[config.mk]
export PLATFORM = sky130hd
export DESIGN_NAME = gray_step_sequencer
export DESIGN_NICKNAME = d
export VERILOG_FILES = /design/src/rtl/gray_step_sequencer.sv
export SDC_FILE = /design/constraint.sdc
export NUM_CORES = 1
export LEC_CHECK = 0
export ABC_AREA = 1
export CAP_MARGIN = 15
export CORE_UTILIZATION = 39
export CTS_CLUSTER_SIZE = 24
export DETAILED_ROUTE_END_ITERATION = 10
export GPL_ROUTABILITY_DRIVEN = 0
export HOLD_SLACK_MARGIN = 0.06
export PLACE_DENSITY = 0.63
export RECOVER_POWER = 100
export SLEW_MARGIN = 20
export SYNTH_ARGS = -nofsm -noshare
export SYNTH_HDL_FRONTEND = slang
export SYNTH_SLANG_ARGS = --single-unit
[constraint.sdc]
create_clock -name CLK -period 4.45 [get_ports CLK]
set_input_delay 0.89 -clock CLK [delete_from_list [all_inputs] [get_ports CLK]]
set_output_delay 0.89 -clock CLK [all_outputs]
set_load 0.02 [all_outputs]
[src/rtl/gray_step_sequencer.sv]
// Steps a WIDTH-bit position toward a latched target, one step every DIV cycles,
// and drives its registered Gray encoding on Y. Define GRAY_SEQ_SHORTEST_EN for shortest-path direction.
module gray_step_sequencer #(
  parameter int unsigned WIDTH = 3,
  parameter int unsigned DIV   = 4
) (
  input  logic             CLK,
  input  logic             RESET_N,
  input  logic             start,
  input  logic [WIDTH-1:0] target,
  input  logic             down_req,
  input  logic             abort,
  output logic             busy,
  output logic             done,
  output logic             step,
  output logic             down,
  output logic [WIDTH-1:0] pos,
  output logic [WIDTH-1:0] Y
);

  localparam int unsigned CntW = (DIV > 1) ? $clog2(DIV) : 1;
  localparam logic [CntW-1:0] Reload = CntW'(DIV - 1);

  typedef enum logic [1:0] {StIdle, StRun, StDone} state_e;

  state_e            state_q, state_d;
  logic [WIDTH-1:0]  pos_q, pos_d, y_q, tgt_q, tgt_d, pos_next;
  logic [CntW-1:0]   cnt_q, cnt_d;
  logic              down_q, down_d, step_q, step_d;
  logic              dir_sel;

`ifdef GRAY_SEQ_SHORTEST_EN
  logic [WIDTH-1:0] d_up, d_dn;
  logic             unused_down_req;
  assign d_up            = target - pos_q;
  assign d_dn            = pos_q - target;
  // Tie goes up.
  assign dir_sel         = (d_dn < d_up);
  assign unused_down_req = down_req;
`else
  assign dir_sel = down_req;
`endif

  assign pos_next = down_q ? (pos_q - WIDTH'(1)) : (pos_q + WIDTH'(1));

  always_comb begin
    state_d = state_q;
    pos_d   = pos_q;
    cnt_d   = cnt_q;
    tgt_d   = tgt_q;
    down_d  = down_q;
    step_d  = 1'b0;
    unique case (state_q)
      StIdle: begin
        if (start) begin
          tgt_d  = target;
          down_d = dir_sel;
          if (target == pos_q) begin
            state_d = StDone;
          end else begin
            state_d = StRun;
            cnt_d   = Reload;
          end
        end
      end
      StRun: begin
        // Abort wins over a step due on the same edge.
        if (abort) begin
          state_d = StDone;
        end else if (cnt_q != '0) begin
          cnt_d = cnt_q - CntW'(1);
        end else begin
          pos_d  = pos_next;
          step_d = 1'b1;
          if (pos_next == tgt_q) begin
            state_d = StDone;
          end else begin
            cnt_d = Reload;
          end
        end
      end
      StDone:  state_d = StIdle;
      default: state_d = StIdle;
    endcase
  end

  always_ff @(posedge CLK or negedge RESET_N) begin
    if (!RESET_N) begin
      state_q <= StIdle;
      pos_q   <= '0;
      y_q     <= '0;
      cnt_q   <= '0;
      tgt_q   <= '0;
      down_q  <= 1'b0;
      step_q  <= 1'b0;
    end else begin
      state_q <= state_d;
      pos_q   <= pos_d;
      y_q     <= pos_d ^ (pos_d >> 1);
      cnt_q   <= cnt_d;
      tgt_q   <= tgt_d;
      down_q  <= down_d;
      step_q  <= step_d;
    end
  end

  assign busy = (state_q != StIdle);
  assign done = (state_q == StDone);
  assign step = step_q;
  assign down = down_q;
  assign pos  = pos_q;
  assign Y    = y_q;

endmodule

==> out/metrics.cfg <==
[clock_network]
cts_made_buffers=3
cts_sinks=14
cts_max_level=1
postCtsSetupBuffers=0
cts_tree=built
clock_latency_ps=270
root_buffer=clkbuf_4
clkSlewWorstSetupHoldPaths_ps=80
post_cts_resized=0
holdBufCountCts=0
clock_path_buffers=2

[yosys]
yosysWarnings=0
syn_nets=101
synth.largest_area_cell=dfrtp_1
synthesis.area_sq_um=805
syn_area_per_cell_sq_um=8.84
yosysTopAreaCellShare_pct=43.5
synth-seq-cells=14
yosys.cell_types.count=25
ys_top_cells_by_area=dfrtp_1 44%, nand2_1 13%, nand3_1 5.6%, inv_1 5.6%, xnor2_1 4.4%
syn_inst=91
synth_seq_area_share_pct=43.5

[drt]
wl_per_cell_um=11.1
postRouteAntennaNets=0
vias=624
drt_first_iter_violations=7
vias_per_cell=4.55
first_pass_iters=4
drcViolationCount=0
drt_wl_total_um=1520

[min_path]
min_path_type=flop to flop

[timing]
tightest_slew_ps=628
post-route-min-period_ps=2450
drv_slew=0
setup_viol=0
rsz0062_at_grt=no
maxClockFrequency_mhz=409
fin_crit_sh_pct=55.0
maxSlewHeadroom_pct=58.0
hold_viol_final=0
fin_tns_setup_ps=0
skew_ps=1.01

[grt]
grt_usage_pct=15.2
grt-ovfl-total=0
antenna_found_initial=0
grt_max_degree=15
grt_pass1_wl_um=2330
grt_pass1_vias=544

[layout]
insertedDiodeCount=0
fin_area_sq_um=987
syn_to_final_growth_pct=22.7
final_common_cell=nand2_1
nets=122
drive_above_1_share_pct=8.18
finalNonFillerCells=137
num-fill-cells=198
final_cell_mix=29 x nand2_1, 14 x dfrtp_1, 13 x dlygate4sd3_1, 12 x inv_1, 9 x nand3_1

[power_and_ir_drop]
switchingPower_mw=0.333
combPwrFrac_pct=56.4
ir_drop_uv=347
intPower_mw=0.390
p_per_area_nw_per_um2=732
switching_share_pct=46.1
power_leakage_nw=0.497
pwr-share-seq_pct=33.8
clockPowerShare_pct=9.8
power.total_mw=0.722

[placement]
place_area_sq_um=1000
io_buffer_count=17
dpl.cell_count=134
hpwlAfterDp_um=1190

[floorplan]
ios=18
num_rows=16
die_y_um=47.4
dieArea_sq_um=2250
die_w_um=47.4
initial_core_util_pct=41.4
fp.coreArea_sq_um=1940

[worst_setup_path]
path_buf_inv=2
start_kind=flop
crit_slowest_cell=dlygate4sd3_1
path_cells=nor2_1, inv_1, dlygate4sd3_1
crit_path_max_incr_delay_ps=640
crit_fanout=4
cp_data_arrival_time_ps=1560
crit_type=flop to output pin
critPathCaptureType=output pin
worstPathRequired_ps=3560
cp_top_family=buffers and inverters

[run]
cap_violations=0

[outcome]
outcome=completed

## routing by layer
layer  track usage (%)  vias to the layer above  part of all wire [%]  wire [um]
li1                  -                      318                     -          -
met1              20.6                      293                    46        693
met2              23.3                       11                    49        737
met3              4.53                        2                   5.1         78
met4              5.14                        0                  0.46          7
met5                 0                        -                     0          0
## cell type report
type	instances	area (sq um)	area share, %
well taps	27	33.8	3.42
flip-flops and latches	14	350	35.5
repair buffers	17	170	17.2
clock buffers	3	22.5	2.28
inverters	14	55.1	5.58
multi-input cells	62	355	36.0
## stage by stage
step,hold WS (ps),util (%),worst slack [ps]
5_1_grt,546,50.8,1920
3_5_place_dp,495,51.5,2280
4_1_cts,514,52.7,2070
6_report,511,50.8,2000
3_3_place_gp,484,51.5,2290
2_1_floorplan,455,-,2660
## worst register-to-register path, cell delays in order (launching register included)
cell and delay (ps):
dfrtp_1 490, fa_1 470, inv_1 90, nand2_1 70, nand2_1 70, nand2_1 70
nand3b_1 90, nand3_1 80, nand2_1 120, nand2_1 100, nand2_1 70, nand2_1 50
## synthesized netlist by cell type
library cell  number
buf_4              1
nor2_4             1
and3_1             1
nand2_1           28
xnor2_1            4
nor3_4             1
nor2_8             1
o21ai_4            1
xnor2_2            1
a21oi_1            1
inv_4              1
nand3b_1           1
dfrtp_1           14
o21ai_0            2
ha_1               1
fa_1               1
inv_2              1
xor2_1             2
o21ai_2            1
nand3_1            9
nand3_2            1
inv_1             12
nor2_2             1
nor2_1             3
nand2_4            1
## sequential cells by signal (all words and copies together) (netlist names)
name / flops
pos: 3
tgt_q: 3
Y: 2
cnt_q: 2
state_q: 2
down: 1
step: 1
## final timing paths
kind                                  from  endpoint  slack, ps  depth (start not counted)
worst max-delay path            state_q[1]      busy       2000                          3
worst min-delay path              tgt_q[0]  tgt_q[0]        510                          2
worst max register to register      pos[0]  cnt_q[0]       2590                         11
worst min register to register    tgt_q[0]  tgt_q[0]        510                          2
max in group asynchronous          RESET_N  tgt_q[1]       2980                          1
min in group asynchronous          RESET_N  cnt_q[0]       1070                          1
## power by group through the flow
stage	logic (mW)	registers, mW	clock network [mW]
after floorplan	0.290	0.272	0
after detailed placement	0.455	0.248	0
after CTS	0.459	0.246	0.0745
final	0.408	0.244	0.0706
after global placement	0.448	0.248	0
after global routing	0.463	0.254	0.0781
## kinds of logic (layout without fill, tap and decap cells)
group / Yosys count / in the layout / share of synthesized area, %
flip-flops: 14 / 14 / 43.5
XOR/XNOR: 7 / 7 / 8.55
AND/OR/NAND/NOR: 48 / 48 / 31.1
adder cells (fa/ha/maj): 2 / 2 / 4.04
AO/OA/AOI/OAI: 5 / 5 / 4.98
buffers and inverters: 15 / 34 / 7.78
Note: power is estimated with default switching activity, not from simulation.
